--- config.mk ---
export PLATFORM = sky130hd
export DESIGN_NAME = imem_program_loader
export DESIGN_NICKNAME = d
export VERILOG_FILES = /design/src/rtl/imem_program_loader.sv
export SDC_FILE = /design/constraint.sdc
export NUM_CORES = 1
export LEC_CHECK = 0
export CORE_ASPECT_RATIO = 0.5
export CORE_MARGIN = 4
export CORE_UTILIZATION = 45
export CTS_CLUSTER_DIAMETER = 100
export DETAILED_ROUTE_END_ITERATION = 10
export PLACE_DENSITY = 0.67
export RECOVER_POWER = 100
export SLEW_MARGIN = 20
export SYNTH_ARGS = -nofsm -noshare
export SYNTH_HDL_FRONTEND = slang
export SYNTH_SLANG_ARGS = --single-unit
--- constraint.sdc ---
create_clock -name clk -period 5.9 [get_ports clk]
set_clock_uncertainty 0.15 [all_clocks]
set_input_delay 0.885 -clock clk [delete_from_list [all_inputs] [get_ports clk]]
set_output_delay 0.885 -clock clk [all_outputs]
set_load 0.005 [all_outputs]
--- src/rtl/imem_program_loader.sv ---
// imem_program_loader: receives a length-prefixed byte stream, packs bytes
// big-endian into 32-bit words and writes them to instruction memory starting
// at BASE_ADDR, holding the core in reset until the image is fully loaded.
// Optional feature macro: IMEM_LOADER_CHECKSUM_EN (trailing XOR checksum byte).
module imem_program_loader #(
  parameter logic [31:0] BASE_ADDR = 32'h0000_0000,
  parameter int unsigned MAX_WORDS = 16384
) (
  input  logic        clk,
  input  logic        rst,
  input  logic        start,
  input  logic        in_valid,
  input  logic [7:0]  in_data,
  output logic        in_ready,
  output logic        mem_we,
  output logic [31:0] mem_addr,
  output logic [31:0] mem_wdata,
  output logic        cpu_hold,
  output logic        done,
  output logic        error
);

  typedef enum logic [2:0] {
    S_IDLE,
    S_LEN_HI,
    S_LEN_LO,
    S_DATA,
    S_DONE,
    S_ERROR
`ifdef IMEM_LOADER_CHECKSUM_EN
    , S_CSUM
`endif
  } state_t;

  state_t      state_q;
  state_t      state_d;
  logic [15:0] len_q;
  logic [15:0] word_q;
  logic [1:0]  lane_q;
  logic [23:0] buf_q;
  logic        fire;
  logic        start_ok;
  logic        last_word;
  logic [15:0] len_n;
`ifdef IMEM_LOADER_CHECKSUM_EN
  logic [7:0]  csum_q;
`endif

  assign fire      = in_valid && in_ready;
  assign start_ok  = start && (state_q == S_IDLE || state_q == S_DONE || state_q == S_ERROR);
  assign len_n     = {len_q[15:8], in_data};
  assign last_word = (word_q == len_q - 16'd1);

  // Next-state logic and stream handshake; the loader never backpressures while loading
  always_comb begin
    state_d  = state_q;
    in_ready = 1'b0;
    case (state_q)
      S_IDLE, S_DONE, S_ERROR: begin
        if (start) state_d = S_LEN_HI;
      end
      S_LEN_HI: begin
        in_ready = 1'b1;
        if (in_valid) state_d = S_LEN_LO;
      end
      S_LEN_LO: begin
        in_ready = 1'b1;
        if (in_valid) begin
          if (len_n == 16'd0) begin
`ifdef IMEM_LOADER_CHECKSUM_EN
            state_d = S_CSUM;
`else
            state_d = S_DONE;
`endif
          end else if (32'(len_n) > MAX_WORDS) begin
            state_d = S_ERROR;
          end else begin
            state_d = S_DATA;
          end
        end
      end
      S_DATA: begin
        in_ready = 1'b1;
        if (in_valid && lane_q == 2'd3 && last_word) begin
`ifdef IMEM_LOADER_CHECKSUM_EN
          state_d = S_CSUM;
`else
          state_d = S_DONE;
`endif
        end
      end
`ifdef IMEM_LOADER_CHECKSUM_EN
      S_CSUM: begin
        in_ready = 1'b1;
        if (in_valid) state_d = (in_data == csum_q) ? S_DONE : S_ERROR;
      end
`endif
      default: state_d = S_IDLE;
    endcase
  end

  // State register and status outputs, registered so they align with the state they describe
  always_ff @(posedge clk) begin
    if (rst) begin
      state_q  <= S_IDLE;
      done     <= 1'b0;
      error    <= 1'b0;
      cpu_hold <= 1'b0;
    end else begin
      state_q  <= state_d;
      done     <= (state_d == S_DONE) && (state_q != S_DONE);
      error    <= (state_d == S_ERROR);
      cpu_hold <= (state_d != S_IDLE) && (state_d != S_DONE);
    end
  end

  // Length capture, byte packing and the one-cycle-delayed word write
  always_ff @(posedge clk) begin
    if (rst) begin
      len_q     <= 16'd0;
      word_q    <= 16'd0;
      lane_q    <= 2'd0;
      buf_q     <= 24'd0;
      mem_we    <= 1'b0;
      mem_addr  <= BASE_ADDR;
      mem_wdata <= 32'd0;
`ifdef IMEM_LOADER_CHECKSUM_EN
      csum_q    <= 8'd0;
`endif
    end else begin
      mem_we <= 1'b0;
      if (start_ok) begin
        len_q    <= 16'd0;
        word_q   <= 16'd0;
        lane_q   <= 2'd0;
        mem_addr <= BASE_ADDR;
`ifdef IMEM_LOADER_CHECKSUM_EN
        csum_q   <= 8'd0;
`endif
      end else if (fire) begin
        case (state_q)
          S_LEN_HI: len_q[15:8] <= in_data;
          S_LEN_LO: len_q[7:0]  <= in_data;
          S_DATA: begin
`ifdef IMEM_LOADER_CHECKSUM_EN
            csum_q <= csum_q ^ in_data;
`endif
            lane_q <= lane_q + 2'd1;
            case (lane_q)
              2'd0: buf_q[23:16] <= in_data;
              2'd1: buf_q[15:8]  <= in_data;
              2'd2: buf_q[7:0]   <= in_data;
              default: begin
                mem_we    <= 1'b1;
                mem_wdata <= {buf_q, in_data};
                mem_addr  <= BASE_ADDR + {14'd0, word_q, 2'b00};
                word_q    <= word_q + 16'd1;
              end
            endcase
          end
          default: ;
        endcase
      end
    end
  end

endmodule
==> results of run 1 <==
[power groups by stage]
stage / combinational [mW] / sequential (mW) / clock [mW]
global placement: 0.201 / 0.817 / 0
global route: 0.217 / 0.803 / 1.19
floorplan: 0.162 / 0.806 / 0
detailed placement: 0.204 / 0.817 / 0
CTS: 0.206 / 0.801 / 1.16
finish: 0.197 / 0.801 / 1.14
[synthesized netlist by cell type, types with 2 or more instances]
cell type | number | area share
or3_1 | 2 | 0.0025
a211o_1 | 2 | 0.0035
nor4_4 | 2 | 0.0085
inv_1 | 10 | 0.0075
nor2_1 | 30 | 0.023
nor2b_1 | 3 | 0.0038
buf_4 | 17 | 0.026
nand2_1 | 173 | 0.13
dfxtp_1 | 113 | 0.45
nand4_1 | 10 | 0.013
xnor2_1 | 15 | 0.026
a31oi_1 | 5 | 0.0063
clkbuf_1 | 33 | 0.025
nor4_1 | 5 | 0.0063
and3_1 | 7 | 0.0088
nand3_1 | 33 | 0.033
nor3_1 | 5 | 0.0050
a21o_1 | 2 | 0.0030
ha_1 | 7 | 0.018
xor2_1 | 21 | 0.037
a211oi_1 | 2 | 0.0030
a21oi_1 | 97 | 0.098
o21bai_1 | 2 | 0.0030
[per-stage QoR]
step,instances,cell area (um2)
2_1_floorplan,639,5034
3_3_place_gp,795,5619
3_5_place_dp,795,5619
4_1_cts,827,6281
5_1_grt,827,6257
6_report,827,6257
[sequential cells by signal, indices dropped and copies added (netlist names)]
name and count:
error 1, word_q 16, mem_we 1, mem_addr 16, state_q 3, lane_q 2
len_q 16, done 1, buf_q 24, mem_wdata 32, cpu_hold 1
[layer usage]
metal	vias to the layer above	part of all wire	track usage
li1	2175	-	-
met1	2024	0.48	0.2499
met2	110	0.46	0.3410
met3	5	0.051	0.05206
met4	0	0.0061	0.05974
met5	-	0	0
[critical path, delay by kind of cell]
family,cells,cell delay [ns]
buffers and inverters,3,2.03
and+or+nand+nor,3,1.14
AOI/OAI and AO/OA,1,0.06
[logic make-up after synthesis]
logic type      synth area share
simple gates              0.2544
compound gates            0.1433
flops                     0.4545
buf+inv                  0.06184
xor+xnor                 0.06335
fa+ha+maj                0.01760
mux                     0.004273
other cells            0.0007534
[layout make-up]
type | instances | area (um2) | area share
clock buffer | 20 | 456.7 | 0.07299
clock inverter | 12 | 205.2 | 0.03279
inverter | 11 | 41.29 | 0.006599
multi-input combinational | 463 | 2456 | 0.3925
sequential | 113 | 2262 | 0.3615
tap | 140 | 175.2 | 0.02799
timing repair buffer | 68 | 660.6 | 0.1056
[cell usage in the layout (no fill, tap or decap), types with 10 or more instances in the layout]
cell / synthesis / final
dlygate4sd3_1: 0 / 56
inv_1: 10 / 10
nor2_1: 30 / 29
a21oi_1: 97 / 97
clkbuf_16: 0 / 17
conb_1: 1 / 16
nand4_1: 10 / 10
nand2_1: 173 / 173
xnor2_1: 15 / 15
nand3_1: 33 / 33
dfxtp_1: 113 / 113
xor2_1: 21 / 21
[worst max path at each step]
stage,from,end,cells past startpoint
detailed placement,in_valid,mem_wdata[24],7
floorplan,in_valid,word_q[13],7
CTS,in_valid,mem_wdata[0],7
global route,in_valid,mem_addr[15],7
finish,in_valid,mem_addr[14],7
global placement,in_valid,mem_wdata[1],7
==> reports/qor.txt, run 1 <==
run status = finished, violations left
violations in the final reports = capacitance limit, slew limit
Setup crit end kind = register
share of total power in the clock network = 0.533
arrival time of data at the critical path endpoint = 4.14 ns
cell area after synthesis = 4977 um2
Worst IR Drop VDD = 189.1 uV
First DRT Iteration DRCs = 323
period utilization = 0.6914
Setup violations, final = 0
power per cell area = 341.7 nW/um2
Distinct cells, synth = 51
Max-Cap Viols = 1
CP max stage cell = clkbuf_1
Data required, critical path = 5.96 ns
proportion of layout cells with a drive suffix above 1 = 0.06696
vias per inst = 5.216
final count of hold timing violations = 0
relative slew slack = -0.1475
achievable frequency = 245.1 MHz
final net count = 693
dominant synthesized flop cell = dfxtp_1
HP Start = mem_addr[8]
combinational group share of total power = 0.092
total of buffers placed on input and output ports = 64
initial cell density of the core = 0.4737
Hold Crit Depth = 2
CTS Root Buffer Type = clkbuf_16
detailed placer's ending HPWL = 8.065 mm
routed wirelength normalized by instance count = 14.88 um
setup slack of the worst register-to-register path = 2.05 ns
endpoint of the lowest-slack register-to-register path = mem_addr[14]
core area = 10,510 um2
capture endpoint of the worst hold path = mem_addr[8]
final critical-path setup slack = 1.821 ns
number of antenna violations at the first check in global routing = 0
pre-CTS WS = 2.367 ns
shortest period the worst path allows = 4.079 ns
count of boundary I/O pins = 81
Area Overhead vs Synth = 25.72%
launching point of the worst reg2reg path = state_q[0]
EDFF count, synth = 0
setup repair after global routing missed its margin = no
share of the yosys chip area belonging to registers = 0.4545
worst hold path class = reg2reg
share of async-settable or async-resettable flops after synthesis = 0
leak pwr = 2.343 nW
number of nets with antenna violations after routing = 0
post-layout total power = 2.138 mW
actual transition at the worst max-transition pin = 1.718 ns
H-tree lvl count = 4
via count of the first global-routing pass = 4,025
crit start category = primary input
remaining global-route overflow = 0
wire length reported by the detailed router = 12.31 mm
worst skew pair latency = 0.41 ns
YS warnings = 0
RePlAce Congestion = 0.8330
critical-path cell list = dlygate4sd3_1, and3_1, clkbuf_1, nand2_1, buf_4, nand2_1, a21oi_1
total vias in the final route = 4,314
summed negative setup slack over all endpoints = 0 ns
number of buffers inserted by post-CTS setup repair = 0
clock net sink count = 113
first drt pass iteration count = 4
Net Switching = 0.5112 mW
Clock Pin Slew Worst Setup and Hold Paths = 0.05 ns
quantity of gates resized following cts = 0
antenna diode count = 0
die footprint = 12,910 um2
total global routing track utilization = 0.1988
die width = 156.7 um
post-synthesis average cell area = 7.976 um2
Fin Hold WS = 0.2982 ns
die height = 82.37 um
cell internal power dissipation = 1.627 mW
wire length of the first global-routing pass = 20.00 mm
total clock buffers created by CTS = 17
hold bufs inserted after CTS = 0
length in cells of the worst reg-to-reg path = 8
Seq pwr share = 0.374
Gate Count Post-Synth = 624
maximum fanout count along the critical path = 30
critical setup path kind = in2reg
clock tree buffer depth = 2
flop and latch count out of synthesis = 113
number of cell rows = 26
final core utilization = 0.5955
Slew Viols, Final = 23
# DRC = 0
final-layout fill cell count = 976
pin count of the biggest net entering global routing = 63
cell mode on critical path = nand2_1
largest stage delay on the critical path = 0.88 ns
clock tree from TritonCTS = done
fraction of power spent switching nets = 0.2391
(Power assumes the default switching activity.)
==> run 2, diff against run 1 <==
--- a/config.mk
+++ b/config.mk
@@ -10,7 +10,7 @@
 export CORE_UTILIZATION = 45
 export CTS_CLUSTER_DIAMETER = 100
 export DETAILED_ROUTE_END_ITERATION = 10
-export PLACE_DENSITY = 0.67
+export PLACE_DENSITY = 0.7
 export RECOVER_POWER = 100
 export SLEW_MARGIN = 20
 export SYNTH_ARGS = -nofsm -noshare
==> constraint.sdc (replaced) <==
create_clock -name clk -period 3.6 [get_ports clk]
set_clock_uncertainty 0.15 [all_clocks]
set_input_delay 0.54 -clock clk [delete_from_list [all_inputs] [get_ports clk]]
set_output_delay 0.54 -clock clk [all_outputs]
set_load 0.005 [all_outputs]
==> reports/qor.txt, run 2 (synthesized netlist as in run 1, its figures left out) <==
die footprint = 12,910 um2
final core utilization = 0.5937
# DRC = 0
leading cell type in the layout, fill and taps excluded = nand2_1
largest stage delay on the critical path = 0.59 ns
clock tree buffer depth = 2
remaining global-route overflow = 0
CP max stage cell = nor3b_1
critical-path cell list = inv_1, ha_1, nor3b_1, and2_4, nand4_4, a2111oi_4, nand4_1, a31oi_4, a21oi_1
Area Overhead vs Synth = 25.34%
first drt pass iteration count = 4
area of the multi-input gates = 2455 um2
proportion of layout cells with a drive suffix above 1 = 0.07648
worst hold path class = reg2reg
most frequent cells in the layout = nand2_1, dfxtp_1, a21oi_1, dlygate4sd3_1, nand3_1
initial cell density of the core = 0.4737
total clock buffers created by CTS = 17
critical setup path kind = reg2reg
period utilization = 0.8606
vias per inst = 5.240
number of nets with antenna violations after routing = 0
routed wirelength normalized by instance count = 14.62 um
leak pwr = 2.335 nW
number of buffers inserted by post-CTS setup repair = 0
Worst path depth = 9
clock net sink count = 113
arrival time of data at the critical path endpoint = 3.22 ns
achievable frequency = 322.8 MHz
max FFs per register = 32
Max-Cap Viols = 0
wire length reported by the detailed router = 12.18 mm
shortest period the worst path allows = 3.098 ns
final net count = 699
Setup violations, final = 0
run status = finished, final reports clean
power per cell area = 523.4 nW/um2
die width = 156.7 um
count of boundary I/O pins = 81
worst path buffer plus inverter count = 1
length in cells of the worst reg-to-reg path = 9
Setup crit end kind = register
Data required, critical path = 3.72 ns
crit start category = register
total vias in the final route = 4,365
CTS Root Buffer Type = clkbuf_16
total of buffers placed on input and output ports = 64
via count of the first global-routing pass = 4,022
Regs by FF count = mem_wdata: 32 flops, buf_q: 24 flops
Worst IR Drop VDD = 293.0 uV
H-tree lvl count = 4
worst skew pair latency = 0.42 ns
register with the most flip-flops = mem_wdata
actual transition at the worst max-transition pin = 1.155 ns
detailed placer's ending HPWL = 8.164 mm
pin count of the biggest net entering global routing = 62
Clock Pin Slew Worst Setup and Hold Paths = 0.06 ns
clock tree from TritonCTS = done
final-layout fill cell count = 939
Top delay family on crit path = simple AND/OR/NAND/NOR gates
number of cell rows = 26
summed negative setup slack over all endpoints = 0 ns
core area = 10,510 um2
quantity of gates resized following cts = 0
First DRT Iteration DRCs = 261
total global routing track utilization = 0.1990
Hold Crit Depth = 2
number of antenna violations at the first check in global routing = 0
RePlAce Congestion = 0.8414
hold bufs inserted after CTS = 0
relative slew slack = 0.2291
setup repair after global routing missed its margin = no
area taken by flip-flops and latches = 2262 um2
final count of hold timing violations = 0
die height = 82.37 um
antenna diode count = 0
wire length of the first global-routing pass = 20.14 mm
Slew Viols, Final = 0
maximum fanout count along the critical path = 7
-- run 2: path summary, 6_finish.rpt --
kind                startpoint      endpoint  slack (ns)
setup / recovery      len_q[0]      cpu_hold        0.50
hold / removal    mem_addr[17]  mem_addr[17]        0.30
setup reg to reg      len_q[0]      cpu_hold        0.50
hold reg to reg   mem_addr[17]  mem_addr[17]        0.30
-- run 2: layout make-up --
class | count | share of cell area
clock buffer | 17 | 0.06819
clock inverter | 15 | 0.02407
inverter | 11 | 0.006619
multi-input combinational | 463 | 0.3935
sequential | 113 | 0.3626
tap | 140 | 0.02808
timing repair buffer | 74 | 0.1169
-- run 2: layer usage --
metal  GRT usage  wire length [um]  up-vias
li1            -                 -     2186
met4     0.07273               147        0
met3     0.06351               742       17
met5           0                 0        -
met2      0.3026              5459      120
met1      0.2673              5830     2042
-- run 2: report_power, final --
| group | switching (mW) | internal (mW) | total, mW |
|---|---|---|---|
| Clock | 0.648 | 0.967 | 1.62 |
| Combinational | 0.202 | 0.134 | 0.337 |
| Sequential | 0.0379 | 1.28 | 1.31 |
-- run 2: per-stage QoR --
stage / worst slack (ns) / hold WS [ns] / cell area (um2) / power, mW / std cells
after floorplan: 1.209 / 0.2821 / 5034 / 1.586 / 639
after global placement: 0.6114 / 0.2931 / 5689 / 1.678 / 801
after detailed placement: 0.5241 / 0.2967 / 5689 / 1.682 / 801
after CTS: 0.8071 / 0.3049 / 6265 / 3.299 / 833
after global routing: 0.3391 / 0.3166 / 6238 / 3.404 / 833
final: 0.5017 / 0.2985 / 6238 / 3.265 / 833
-- run 2: tightest hold or removal path, stage by stage, from the launching register on --
cell,delay (ns)
dfxtp_1,0.30
nand2_1,0.05
a21oi_1,0.05
